==> src/rtl/sdram_apb_csr_bank_if.sv <==
// sdram_apb_csr_bank_if: APB slave bus bundle for the SDRAM CSR bank
interface sdram_apb_csr_bank_if #(
  parameter int PADDR_SIZE = 8,
  parameter int PDATA_SIZE = 32
);
  logic                    PSEL;
  logic                    PENABLE;
  logic                    PWRITE;
  logic [PADDR_SIZE-1:0]   PADDR;
  logic [PDATA_SIZE/8-1:0] PSTRB;
  logic [2:0]              PPROT;
  logic [PDATA_SIZE-1:0]   PWDATA;
  logic [PDATA_SIZE-1:0]   PRDATA;
  logic                    PREADY;
  logic                    PSLVERR;
  modport master (
    output PSEL, PENABLE, PWRITE, PADDR, PSTRB, PPROT, PWDATA,
    input  PRDATA, PREADY, PSLVERR
  );
  modport slave (
    input  PSEL, PENABLE, PWRITE, PADDR, PSTRB, PPROT, PWDATA,
    output PRDATA, PREADY, PSLVERR
  );
endinterface

==> src/rtl/sdram_apb_csr_bank.sv <==
// sdram_apb_csr_bank: APB CSR bank with commit handshake, privilege protect and power-up delay
module sdram_apb_csr_bank #(
  parameter int                              PADDR_SIZE     = 8,
  parameter int                              PDATA_SIZE     = 32,
  parameter int                              NUM_CSR        = 4,
  parameter logic [NUM_CSR*PDATA_SIZE-1:0]   CSR_RESET      = '0,
  parameter int                              INIT_DLY_CNT   = 2500,
  parameter int                              COMMIT_TIMEOUT = 64
) (
  input  logic                          PCLK,
  input  logic                          PRESETn,
  sdram_apb_csr_bank_if.slave           apb,
  output logic [NUM_CSR*PDATA_SIZE-1:0] csr_o,
  input  logic [PDATA_SIZE-1:0]         status_i,
  output logic                          commit_req_o,
  input  logic                          commit_ack_i,
  output logic                          init_done_o
);
  localparam int NB = PDATA_SIZE / 8;
  localparam int AW = $clog2(NB);
  localparam int IW = PADDR_SIZE - AW;
  localparam int TW = $clog2(COMMIT_TIMEOUT + 1);
  localparam int DW = $clog2(INIT_DLY_CNT + 1);
  typedef enum logic [1:0] {IDLE, WRITE, COMMIT, DONE} state_t;
  state_t                               state_q, state_d;
  logic [NUM_CSR-1:0][PDATA_SIZE-1:0]   csr_q;
  logic [IW-1:0]                        idx, widx_q;
  logic [TW-1:0]                        tcnt_q;
  logic [DW-1:0]                        icnt_q;
  logic [PDATA_SIZE-1:0]                rd_data, wmask, pp_mask, prdata_q;
  logic                                 to_q, err, setup, access, wr_en, tmo;
  assign idx     = apb.PADDR[PADDR_SIZE-1:AW];
  assign setup   = apb.PSEL & ~apb.PENABLE;
  assign access  = apb.PSEL & apb.PENABLE;
  assign wr_en   = (state_q == WRITE) && access;
  assign tmo     = tcnt_q == TW'(COMMIT_TIMEOUT - 1);
  assign pp_mask = {~init_done_o, {(PDATA_SIZE-1){1'b0}}};
  assign err = (csr_q[0][PDATA_SIZE-1] && !apb.PPROT[0]) || (32'(idx) > NUM_CSR) ||
               (apb.PWRITE && 32'(idx) == NUM_CSR);
  always_comb begin
    rd_data = {init_done_o, status_i[PDATA_SIZE-2:0]};
    for (int k = 0; k < NUM_CSR; k++) rd_data = (idx == IW'(k)) ? csr_q[k] : rd_data;
  end
  always_comb begin
    wmask = '0;
    for (int b = 0; b < NB; b++) wmask[8*b +: 8] = {8{apb.PSTRB[b]}};
  end
  always_comb begin
    state_d = state_q;
    case (state_q)
      IDLE:    state_d = (setup && apb.PWRITE && !err) ? WRITE : IDLE;
      WRITE:   state_d = !apb.PSEL ? IDLE : apb.PENABLE ? COMMIT : WRITE;
      COMMIT:  state_d = (commit_ack_i || tmo) ? DONE : COMMIT;
      default: state_d = IDLE;
    endcase
  end
  assign apb.PREADY   = (state_q == IDLE) || (state_q == DONE);
  assign apb.PSLVERR  = (state_q == DONE) ? to_q : ((state_q == IDLE) && access && err);
  assign apb.PRDATA   = prdata_q;
  assign commit_req_o = state_q == COMMIT;
  assign csr_o        = csr_q;
  always_ff @(posedge PCLK or negedge PRESETn) begin
    if (!PRESETn) begin
      state_q     <= IDLE;
      csr_q       <= CSR_RESET;
      widx_q      <= '0;
      tcnt_q      <= '0;
      to_q        <= 1'b0;
      prdata_q    <= '0;
      icnt_q      <= DW'(INIT_DLY_CNT);
      init_done_o <= 1'b0;
    end else begin
      state_q <= state_d;
      if (state_q == IDLE && setup) widx_q <= idx;
      tcnt_q <= (state_q == COMMIT) ? tcnt_q + TW'(1) : '0;
      if (state_q == COMMIT) to_q <= !commit_ack_i;
      prdata_q <= (state_q == IDLE && setup && !apb.PWRITE && !err) ? rd_data : '0;
      // PP in CSR0 cannot be raised until the power-up delay has elapsed
      for (int k = 0; k < NUM_CSR; k++)
        if (wr_en && widx_q == IW'(k))
          csr_q[k] <= (csr_q[k] & ~wmask) |
                      (apb.PWDATA & wmask & ((k == 0) ? ~pp_mask : {PDATA_SIZE{1'b1}}));
      icnt_q      <= (icnt_q != '0) ? icnt_q - DW'(1) : icnt_q;
      init_done_o <= init_done_o | (icnt_q == '0);
    end
  end
endmodule

==> src/flat_wrapper.sv <==
// flat-port wrapper written by rule: the top's interface ports become plain ports
module sdram_apb_csr_bank_flat 
#(
  parameter int                              PADDR_SIZE     = 8,
  parameter int                              PDATA_SIZE     = 32,
  parameter int                              NUM_CSR        = 4,
  parameter logic [NUM_CSR*PDATA_SIZE-1:0]   CSR_RESET      = '0,
  parameter int                              INIT_DLY_CNT   = 2500,
  parameter int                              COMMIT_TIMEOUT = 64
)
  (PCLK, PRESETn, csr_o, status_i, commit_req_o, commit_ack_i, init_done_o, apb_PSEL, apb_PENABLE, apb_PWRITE, apb_PADDR, apb_PSTRB, apb_PPROT, apb_PWDATA, apb_PRDATA, apb_PREADY, apb_PSLVERR);
  sdram_apb_csr_bank_if #(.PADDR_SIZE(PADDR_SIZE), .PDATA_SIZE(PDATA_SIZE)) apb_i ();
  input  logic PCLK;
  input  logic PRESETn;
  output logic [NUM_CSR*PDATA_SIZE-1:0] csr_o;
  input  logic [PDATA_SIZE-1:0] status_i;
  output logic commit_req_o;
  input  logic commit_ack_i;
  output logic init_done_o;
  input wire logic [$bits(apb_i.PSEL)-1:0] apb_PSEL;
  input wire logic [$bits(apb_i.PENABLE)-1:0] apb_PENABLE;
  input wire logic [$bits(apb_i.PWRITE)-1:0] apb_PWRITE;
  input wire logic [$bits(apb_i.PADDR)-1:0] apb_PADDR;
  input wire logic [$bits(apb_i.PSTRB)-1:0] apb_PSTRB;
  input wire logic [$bits(apb_i.PPROT)-1:0] apb_PPROT;
  input wire logic [$bits(apb_i.PWDATA)-1:0] apb_PWDATA;
  output wire logic [$bits(apb_i.PRDATA)-1:0] apb_PRDATA;
  output wire logic [$bits(apb_i.PREADY)-1:0] apb_PREADY;
  output wire logic [$bits(apb_i.PSLVERR)-1:0] apb_PSLVERR;
  assign apb_i.PSEL = apb_PSEL;
  assign apb_i.PENABLE = apb_PENABLE;
  assign apb_i.PWRITE = apb_PWRITE;
  assign apb_i.PADDR = apb_PADDR;
  assign apb_i.PSTRB = apb_PSTRB;
  assign apb_i.PPROT = apb_PPROT;
  assign apb_i.PWDATA = apb_PWDATA;
  assign apb_PRDATA = apb_i.PRDATA;
  assign apb_PREADY = apb_i.PREADY;
  assign apb_PSLVERR = apb_i.PSLVERR;
  sdram_apb_csr_bank #(.PADDR_SIZE(PADDR_SIZE), .PDATA_SIZE(PDATA_SIZE), .NUM_CSR(NUM_CSR), .CSR_RESET(CSR_RESET), .INIT_DLY_CNT(INIT_DLY_CNT), .COMMIT_TIMEOUT(COMMIT_TIMEOUT)) u_core (.PCLK(PCLK), .PRESETn(PRESETn), .apb(apb_i), .csr_o(csr_o), .status_i(status_i), .commit_req_o(commit_req_o), .commit_ack_i(commit_ack_i), .init_done_o(init_done_o));
endmodule
==> config.mk <==
export PLATFORM = sky130hd
export DESIGN_NAME = sdram_apb_csr_bank_flat
export DESIGN_NICKNAME = d
export VERILOG_FILES = /design/src/rtl/sdram_apb_csr_bank_if.sv /design/src/rtl/sdram_apb_csr_bank.sv /design/src/flat_wrapper.sv
export SDC_FILE = /design/constraint.sdc
export NUM_CORES = 1
export LEC_CHECK = 0
export ABC_AREA = 0
export BUFFER_PORTS_ARGS = -buffer_cell sky130_fd_sc_hd__buf_4
export CAP_MARGIN = 10
export CORE_AREA = 8 8 152 154
export CTS_BUF_LIST = sky130_fd_sc_hd__clkbuf_4 sky130_fd_sc_hd__clkbuf_8
export DETAILED_ROUTE_END_ITERATION = 8
export DIE_AREA = 0 0 160 162
export PLACE_DENSITY = 0.63
export SYNTH_ARGS = -nofsm -noshare
export SYNTH_HDL_FRONTEND = slang
export SYNTH_SLANG_ARGS = --single-unit
==> constraint.sdc <==
create_clock -name PCLK -period 3.2 [get_ports PCLK]
set_input_delay 0.64 -clock PCLK [delete_from_list [all_inputs] [get_ports PCLK]]
set_output_delay 0.64 -clock PCLK [all_outputs]
set_load 0.02 [all_outputs]
==> results.txt, run 1 <==
----------------------------------------------------
[Power]
  Leakage power summed over all cells ... 5.72 nW
  Maximum vdd ir drop ... 0.218 mV
  Power density relative to cell area ... 452 nW/um^2
  Post-layout power ... 4.95 mW

[Timing]
  Final setup violating endpoints ... 0
  Setup repair after global routing missed its margin ... no
  Share of the cycle needed by the critical path after routing ... 78.3%
  Total Negative Setup Slacks ... 0 ns
  Hold Vio Cnt, Final ... 0
  Final clock skew ... 0.0167 ns
  Minimum clock period after layout ... 2.51 ns
  Pins over their slew limit ... 0
  Fmax ... 399 MHz
  Normalized max-slew margin ... 35.8%
  Least-Margin Pin Slew ... 0.963 ns

[Setup path]
  Arrival @ worst endpoint ... 2.86 ns
  Crit path buffers/inverters ... 0
  Standard cell with the maximum stage delay on the critical path ... or4_4
  Ordered list of cells on the worst path ... or4_4 > or3_1 > nor3b_4 > mux2_2
  Maximum net fanout on the critical path ... 8
  Class of the most critical setup path ... reg -> reg
  Gate family responsible for the most delay along the worst path ... simple AND/OR/NAND/NOR gates
  CP peak stage delay ... 0.58 ns
  Category of the worst setup path capture point ... register
  Critical Path RT ... 3.55 ns
  Startpoint class of the critical path ... register

[GRT]
  Overflow after GRT ... 0
  Pin count of the biggest net entering global routing ... 82
  Initial antenna violation count ... 0
  Number of global-route vias before repair ... 6566
  Global-route wire length before repair ... 39300 um
  Overall track demand over capacity in global routing ... 19.4%

[Routing]
  Post-detailed-route DRC marker count ... 0
  Detailed-route via count ... 6090
  Vias per cell ... 5.21
  Violation count after the first detailed-route iteration ... 306
  Total routed wirelength ... 25100 um
  WL per Instance ... 21.5 um
  Number of optimization iterations in the first detailed-route pass ... 4
  Number of nets with antenna violations after detailed routing ... 0

[Synth]
  Number of enable-type register cells in the synthesized netlist ... 0
  Async set-or-reset flop fraction in the synthesized netlist ... 100%
  Area share of the leading cell type in the synthesized netlist ... 55.2%
  Post-synthesis cell type with the largest combined area ... dfrtp_1
  Number of instances in the synthesized netlist ... 633
  Largest cells by area after synthesis ... dfrtp_1 55%, mux2_2 22%, o221ai_1 3.4%, a211oi_1 2.9%, nand2_1 1.8%
  Post-synth top flop ... dfrtp_1
  Yosys warning count ... 0
  Post-synthesis instance area ... 8350 um^2
  Number of storage elements in the synthesis netlist ... 189
  Share of the yosys chip area belonging to registers ... 56.7%
  Number of unique standard cell types used by synthesis ... 43
  Mapped Nets ... 726
  Avg Cell Area, Syn ... 13.2 um^2

[Clocking]
  CTS Root Buffer Type ... clkbuf_8
  Total clock sinks ... 189
  Number of cells upsized or downsized after cts ... 0
  Buffers inserted during post-CTS setup optimization ... 0
  Clock buffer count from CTS ... 17
  Clock tree from TritonCTS ... yes
  Maximum clock path buffer count ... 2
  Hold buffer count at cts ... 0
  Clk pin slew, worst setup/hold paths ... 0.10 ns
  Clock latency of the later-clocked register in the worst-skew pair ... 0.46 ns
  Number of levels the H-tree was split into ... 4

[Die]
  Vertical extent of the die ... 162 um
  Area of the core ... 20700 um^2
  Initial cell density of the core ... 40.3%
  Site row count ... 53
  Count of pins on the block boundary ... 249
  Full die area ... 25900 um^2
  Die X ... 160 um

[Flow run]
  Count of maximum capacitance violations ... 0

[Layout]
  Area growth from synthesis to layout ... 31.1%
  Core occupancy in the finished layout ... 52.9%
  Layout cell share with drive strength beyond 1 ... 54.2%
  Top library cells by usage in the layout, fill and taps aside ... 256 x buf_4, 184 x dfrtp_1, 165 x mux2_2
  # nets final ... 973
  Most common cell after layout, fill and taps aside ... buf_4
  Diode insertion count for antenna repair ... 0

[Run status]
  Status ... finished, final reports clean

[Hold path]
  Path class of the lowest-slack min-delay path ... in -> async

[Placement]
  Placed wire-length estimate ... 17800 um
  Final GP Congestion ... 0.770
  Port buffer count ... 243

----------------------------------------------------
## worst reg2reg max path, cell delays in order, from the launching register on
cell and delay [ns]:
dfrtp_1 0.38, or4_4 0.58, or3_1 0.49, nor3b_4 0.57, mux2_2 0.40
## layer usage
metal / vias up / wire, um / global-route usage, %
met5: - / 0 / 0
met4: 0 / 412 / 6.58
met3: 21 / 1930 / 6.28
met2: 209 / 12000 / 31.1
met1: 3052 / 10800 / 24.5
li1: 2808 / - / -
## metrics by stage
stage,instance area [um^2],hold slack (ns),std cells,setup slack (ns)
global placement,10600,0.456,1136,0.619
CTS,10900,0.220,1168,0.655
global route,10900,0.224,1168,0.489
finish,10900,0.218,1168,0.693
floorplan,8350,0.344,633,0.560
detailed placement,10600,0.461,1136,0.575
## cell type report
type	instances	area, um^2
inverter	9	33.8
tap	275	344
fill	1860	9740
multi-input combinational	403	3470
clock inverter	15	134
timing repair buffer	260	2000
clock buffer	17	234
sequential	189	4740
## report_power, final
group          leakage (nW)  total (mW)  internal (mW)  switching [mW]
clock                 0.174        1.50          0.568           0.933
sequential             2.59        2.67           2.52           0.150
combinational          2.95       0.775          0.366           0.409
## synth_stat cells, types with 3 or more instances
master and count:
a211oi_1 32, and2_1 4, and3b_1 3, buf_2 4, clkbuf_1 26, dfrtp_1 184
dfstp_2 5, ha_1 8, inv_1 9, mux2_2 165, mux2i_1 3, nand2_1 39
nand2b_1 6, nand3_1 6, nand3_2 8, nor2_1 37, nor3_1 8, nor3b_4 3
o21ai_0 11, o221ai_1 32, or3_1 6, xnor2_1 5, xor2_1 4
## final timing paths
kind | slack (ns) | to | from | depth (start not counted)
worst max-delay path | 0.69 | register | u_core.widx_q[3] | 4
worst min-delay path | 0.22 | asynchronous set/reset pin | PRESETn | 1
worst max register to register | 0.69 | register | u_core.widx_q[3] | 4
worst min register to register | 0.47 | u_core.tcnt_q[0] | u_core.tcnt_q[0] | 1
max in group asynchronous | 2.23 | asynchronous set/reset pin | PRESETn | 2
min in group PCLK | 0.39 | u_core.to_q | commit_ack_i | 2
## logic make-up (layout without fill, tap and decap cells)
| group | after synthesis | in the layout | share of synthesized area (%) |
|---|---|---|---|
| and+or+nand+nor | 134 | 134 | 8.84 |
| AOI/OAI and AO/OA | 83 | 83 | 7.63 |
| muxes | 169 | 169 | 22.8 |
| DFF | 189 | 189 | 56.7 |
| buffers and inverters | 41 | 301 | 1.90 |
| adders and majority gates | 8 | 8 | 1.20 |
| xor gates and xnor gates | 9 | 9 | 0.944 |
Power figures use the tool's default switching activity.
==> run 2, diff against run 1 <==
--- a/config.mk
+++ b/config.mk
@@ -12,7 +12,7 @@
 export CTS_BUF_LIST = sky130_fd_sc_hd__clkbuf_4 sky130_fd_sc_hd__clkbuf_8
 export DETAILED_ROUTE_END_ITERATION = 8
 export DIE_AREA = 0 0 160 162
-export PLACE_DENSITY = 0.63
+export PLACE_DENSITY = 0.66
 export SYNTH_ARGS = -nofsm -noshare
 export SYNTH_HDL_FRONTEND = slang
 export SYNTH_SLANG_ARGS = --single-unit
==> constraint.sdc (replaced) <==
create_clock -name PCLK -period 2 [get_ports PCLK]
set_input_delay 0.4 -clock PCLK [delete_from_list [all_inputs] [get_ports PCLK]]
set_output_delay 0.4 -clock PCLK [all_outputs]
set_load 0.02 [all_outputs]
==> run 2 against run 1 <==
Effect of this change:
- the run now ends with setup timing left
- count of clock-buffer cells in the layout unchanged
- setup slack got worse by 0.83 ns
- maximum frequency increased by 18%
- non-clock buffer count increased by 54
- sequential share of layout area decreased by 3.5 points
- core utilization increased by 4.7 points
- routed wire length increased by 1.7%
- die area unchanged
- global-route usage increased by 0.13 points
==> results.txt, run 2 (synthesis gave the netlist of run 1 again) <==
----------------------------------------------------
[Routing]
  WL per Instance ... 20.9 um
  Vias per cell ... 5.20
  Number of nets with antenna violations after detailed routing ... 0
  Violation count after the first detailed-route iteration ... 265
  Number of optimization iterations in the first detailed-route pass ... 4
  Detailed-route via count ... 6365
  Total routed wirelength ... 25600 um
  Post-detailed-route DRC marker count ... 0

[Layout]
  Core occupancy in the finished layout ... 57.6%
  Most common cell after layout, fill and taps aside ... buf_4
  # nets final ... 1027
  Layout cell share with drive strength beyond 1 ... 58.2%
  Area growth from synthesis to layout ... 42.8%
  Top library cells by usage in the layout, fill and taps aside ... 286 x buf_4, 184 x dfrtp_1, 121 x mux2_2

[Placement]
  Final GP Congestion ... 0.786
  Port buffer count ... 243
  Placed wire-length estimate ... 18500 um

[Die]
  Initial cell density of the core ... 40.3%
  Area of the core ... 20700 um^2
  Count of pins on the block boundary ... 249
  Vertical extent of the die ... 162 um
  Full die area ... 25900 um^2
  Die X ... 160 um
  Site row count ... 53

[Power]
  Leakage power summed over all cells ... 6.18 nW
  Power density relative to cell area ... 702 nW/um^2
  Maximum vdd ir drop ... 0.391 mV

[GRT]
  Met2 Track Usage GR ... 32.7%
  Overall track demand over capacity in global routing ... 19.6%
  Most congested layer reported by global routing ... met2
  Met1 Use GR ... 23.9%
  Met3 Use GR ... 6.23%
  Pin count of the biggest net entering global routing ... 62
  Initial antenna violation count ... 2
  Overflow after GRT ... 0
  Number of global-route vias before repair ... 6931
  Global-route wire length before repair ... 40000 um

[Timing]
  Hold Slack ... 0.125 ns
  Hold Vio Cnt, Final ... 0
  Minimum clock period after layout ... 2.13 ns
  Share of the cycle needed by the critical path after routing ... 107%
  Fmax ... 469 MHz
  Normalized max-slew margin ... 70.3%
  Setup repair after global routing missed its margin ... yes
  Final clock skew ... 0.0218 ns
  Setup WS post-layout ... -0.132 ns
  Pins over their slew limit ... 0
  Least-Margin Pin Slew ... 0.445 ns
  Final setup violating endpoints ... 94

[Run status]
  Status ... finished with violations
  Violated checks ... setup timing

[Setup path]
  Critical Path RT ... 2.35 ns
  Arrival @ worst endpoint ... 2.48 ns
  Class of the most critical setup path ... reg -> reg
  Category of the worst setup path capture point ... register
  Startpoint class of the critical path ... register
  Reg-to-reg slack, setup ... -0.13 ns
  Maximum net fanout on the critical path ... 8

[Clocking]
  CTS Root Buffer Type ... clkbuf_8
  Clock buffer count from CTS ... 17
  Clock tree from TritonCTS ... yes
  Clock latency of the later-clocked register in the worst-skew pair ... 0.47 ns
  Maximum clock path buffer count ... 2
  Clk pin slew, worst setup/hold paths ... 0.10 ns
  Total clock sinks ... 189
  Number of levels the H-tree was split into ... 4

[Flow run]
  Count of maximum capacitance violations ... 0

[Hold path]
  Path class of the lowest-slack min-delay path ... in -> reg

----------------------------------------------------
[run 2: changes by cell type in the layout (fill, tap and decap cells not counted), moves of 4 or more]
cell        change
mux2_4         +45
mux2_2         -44
buf_4          +30
buf_12         +16
buf_6           +7
clkinvlp_4      -5
clkinv_8        +4
[run 2: timing repair]
item	in CTS	in global routing
resized for setup	31	43
buffers inserted	1	4
endpoints found under the setup margin	120	139
endpoints found under the hold margin	41	0
pin swaps	3	8
cloned	0	0
hold buffers	1	0
[run 2: worst paths after layout]
kind,start,endpoint,cells past startpoint
max in group asynchronous,PRESETn,asynchronous set/reset pin,3
max reg2reg,u_core.widx_q[3],register,5
min in group asynchronous,PRESETn,asynchronous set/reset pin,2
min,commit_ack_i,u_core.to_q,2
max,u_core.widx_q[3],register,5
min reg2reg,u_core.tcnt_q[0],u_core.tcnt_q[0],1
[run 2: per-stage QoR]
step	setup slack [ns]	cells	power (mW)	instance area, um^2	setup TNS (ns)
after global placement	-0.241	1185	5.69	11200	-11.25
after global routing	-0.201	1224	8.75	11900	-14.32
final	-0.132	1224	8.36	11900	-5.00
after CTS	-0.141	1219	8.36	11700	-7.95
after floorplan	-0.194	633	4.95	8370	-10.03
after detailed placement	-0.259	1185	5.71	11200	-13.45
[run 2: metal layers]
metal	wire, um	up-vias
li1	-	2918
met1	11000	3244
met2	12500	181
met3	1610	22
met4	430	0
met5	0	-
[run 2: area by class of cell]
| class | instances | area, um^2 |
|---|---|---|
| Fill cell | 1765 | 8770 |
| Sequential cell | 189 | 4740 |
| Multi-Input combinational cell | 403 | 3760 |
| Timing Repair Buffer | 314 | 2630 |
| Tap cell | 275 | 344 |
| Clock buffer | 17 | 234 |
| Clock inverter | 15 | 176 |
| Inverter | 9 | 33.8 |
| Antenna cell | 2 | 5.00 |
[run 2: critical path: stages (launching register included)]
cell	delay, ns
dfrtp_1	0.38
or4_4	0.54
or3_4	0.41
nor3b_4	0.24
buf_12	0.17
mux2_4	0.30
[run 2: power by group]
| group | internal, mW | total (mW) | leakage (nW) | switching, mW |
|---|---|---|---|---|
| clock network | 1.06 | 2.58 | 0.210 | 1.53 |
| registers | 4.04 | 4.21 | 2.59 | 0.174 |
| logic | 0.756 | 1.57 | 3.38 | 0.810 |
| total | 5.85 | 8.36 | 6.18 | 2.51 |
==> run 3, diff against run 2 <==
--- a/config.mk
+++ b/config.mk
@@ -12,6 +12,7 @@
 export CTS_BUF_LIST = sky130_fd_sc_hd__clkbuf_4 sky130_fd_sc_hd__clkbuf_8
 export DETAILED_ROUTE_END_ITERATION = 8
 export DIE_AREA = 0 0 160 162
+export GPL_ROUTABILITY_DRIVEN = 0
 export PLACE_DENSITY = 0.66
 export SYNTH_ARGS = -nofsm -noshare
 export SYNTH_HDL_FRONTEND = slang
==> constraint.sdc (replaced) <==
create_clock -name PCLK -period 2 [get_ports PCLK]
set_input_delay 0.3 -clock PCLK [delete_from_list [all_inputs] [get_ports PCLK]]
set_output_delay 0.3 -clock PCLK [all_outputs]
set_load 0.02 [all_outputs]
==> run 3 against run 2 <==
Effect of this change:
- the flow still finishes with violations (setup timing)
- largest cell class unchanged
- final area shrank 0.17%
- via count is 0.52% higher
- routed wire length rose by 1.2%
==> results.txt, run 3 (synthesis gave the netlist of run 1 again) <==
----------------------------------------------------
[Power]
  Net switching fraction of the power ... 30.4%
  Seq pwr share ... 51.0%
  Int Power ... 5.83 mW
  Share of power burned in the clock network ... 30.4%
  Post-layout power ... 8.37 mW
  Power density relative to cell area ... 704 nW/um^2
  Maximum vdd ir drop ... 0.473 mV
  Leakage power summed over all cells ... 6.12 nW
  Fraction of power consumed by combinational cells ... 18.6%
  Total net switching power ... 2.55 mW

[Routing]
  Vias per cell ... 5.27
  Total routed wirelength ... 25900 um
  Post-detailed-route DRC marker count ... 0
  Detailed-route via count ... 6398
  Number of optimization iterations in the first detailed-route pass ... 4
  Violation count after the first detailed-route iteration ... 290
  Number of nets with antenna violations after detailed routing ... 0
  WL per Instance ... 21.3 um

[Layout]
  # nets final ... 1019
  Final Non-Filler Cells ... 1214
  Most common cell after layout, fill and taps aside ... buf_4
  Filler cell count ... 1758
  Final Instance Area ... 11900 um^2
  Layout cell share with drive strength beyond 1 ... 58.5%
  Top library cells by usage in the layout, fill and taps aside ... 275 x buf_4, 184 x dfrtp_1, 116 x mux2_2
  Core occupancy in the finished layout ... 57.5%
  Area growth from synthesis to layout ... 42.6%

[Placement]
  Placed wire-length estimate ... 18300 um
  Post-placement cell area ... 11000 um^2
  Port buffer count ... 243
  Post-placement cell count ... 1174

[Timing]
  Fmax ... 463 MHz
  Hold Vio Cnt, Final ... 0
  Normalized max-slew margin ... 63.1%
  Least-Margin Pin Slew ... 0.554 ns
  Setup repair after global routing missed its margin ... yes
  Final setup violating endpoints ... 99
  Setup WS post-layout ... -0.161 ns
  Share of the cycle needed by the critical path after routing ... 108%
  Pins over their slew limit ... 0
  Minimum clock period after layout ... 2.16 ns
  Final clock skew ... 0.0160 ns

[Setup path]
  Ordered list of cells on the worst path ... or4_4 > or3_4 > nor3b_4 > buf_12 > mux2_2
  Maximum net fanout on the critical path ... 8
  Startpoint class of the critical path ... register
  CP Launch Point ... u_core.widx_q[3]
  Cell depth of the worst flop-to-flop path ... 5
  Category of the worst setup path capture point ... register
  Critical Path RT ... 2.36 ns
  Arrival @ worst endpoint ... 2.52 ns
  Class of the most critical setup path ... reg -> reg
  CP peak stage delay ... 0.54 ns
  Worst flop-to-flop path startpoint ... u_core.widx_q[3]
  Standard cell with the maximum stage delay on the critical path ... or4_4
  Reg-to-reg slack, setup ... -0.16 ns

[GRT]
  Number of global-route vias before repair ... 6898
  Overflow after GRT ... 0
  Global-route wire length before repair ... 40100 um
  Initial antenna violation count ... 1
  Overall track demand over capacity in global routing ... 19.7%
  Pin count of the biggest net entering global routing ... 59

[Die]
  Site row count ... 53
  Vertical extent of the die ... 162 um
  Full die area ... 25900 um^2
  Initial cell density of the core ... 40.3%
  Die X ... 160 um
  Count of pins on the block boundary ... 249
  Area of the core ... 20700 um^2

[Clocking]
  Clock buffer count from CTS ... 17
  Total clock sinks ... 189
  Clk pin slew, worst setup/hold paths ... 0.11 ns
  CTS Root Buffer Type ... clkbuf_8
  Maximum clock path buffer count ... 2
  Number of levels the H-tree was split into ... 4
  Clock tree from TritonCTS ... yes
  Clock latency of the later-clocked register in the worst-skew pair ... 0.48 ns

[Run status]
  Violated checks ... setup timing
  Status ... finished with violations

[Hold path]
  Path class of the lowest-slack min-delay path ... in -> reg
  Source of the worst hold timing path ... status_i[21]

[Flow run]
  Count of maximum capacitance violations ... 0

----------------------------------------------------
-- run 3: cell count changes in the layout (fill, tap and decap cells not counted), sizes merged --
cell         before  now
diode             2    1
buf             312  303
dlygate4sd3       1    2
clkinv            7    8
inv              16   12
clkinvlp          0    2
-- run 3: worst min path at each step --
stage | cells after the start | slack (ns) | to
detailed placement | 1 | 0.32 | u_core.apb.PRDATA[19]
finish | 3 | 0.06 | u_core.apb.PRDATA[21]
CTS | 3 | 0.03 | u_core.apb.PRDATA[23]
global placement | 1 | 0.32 | u_core.apb.PRDATA[19]
floorplan | 0 | 0.004 | asynchronous set/reset pin
global route | 3 | 0.04 | u_core.apb.PRDATA[21]
-- run 3: layout make-up --
cell class              instances  area, um^2  area share (%)
multi-input cells             403        3860            32.4
flip-flops and latches        189        4740            39.8
well taps                     275         344            2.89
clock inverters                14         161            1.36
repair buffers                306        2530            21.2
diodes                          1        2.50          0.0210
inverters                       9        36.3           0.305
clock buffers                  17         234            1.97
-- run 3: power by group through the flow --
stage	clock (mW)	combinational (mW)	sequential, mW
2_1_floorplan	0	0.542	4.40
3_3_place_gp	0	1.36	4.31
3_5_place_dp	0	1.38	4.31
4_1_cts	2.62	1.46	4.25
5_1_grt	2.77	1.68	4.30
6_report	2.55	1.56	4.27
-- run 3: repair_timing --
item | in CTS | in global routing
pin swaps | 4 | 7
setup endpoints to repair | 125 | 144
setup buffers | 2 | 4
gates resized for setup | 39 | 66
hold buffers | 2 | 0
endpoints found under the hold margin | 52 | 0
-- run 3: stage by stage --
step / TNS [ns] / hold WS, ns / setup WS, ns
final: -8.39 / 0.0603 / -0.161
after global routing: -13.69 / 0.0379 / -0.204
after floorplan: -10.03 / 0.00441 / -0.194
after global placement: -14.07 / 0.321 / -0.222
after detailed placement: -16.31 / 0.321 / -0.249
after CTS: -10.08 / 0.0280 / -0.148
-- run 3: layer usage --
metal	GRT usage, %	up-vias	routed length (um)
met5	0	-	0
met4	6.24	0	370
met3	6.20	24	1970
met2	32.8	226	12800
met1	24.1	3242	10800
li1	-	2906	-
-- run 3: worst max-delay path, delay by kind of cell (launching register included) --
family,cells,cell delay [ns]
buffers and inverters,1,0.16
DFF,1,0.39
muxes,1,0.32
and+or+nand+nor,3,1.18
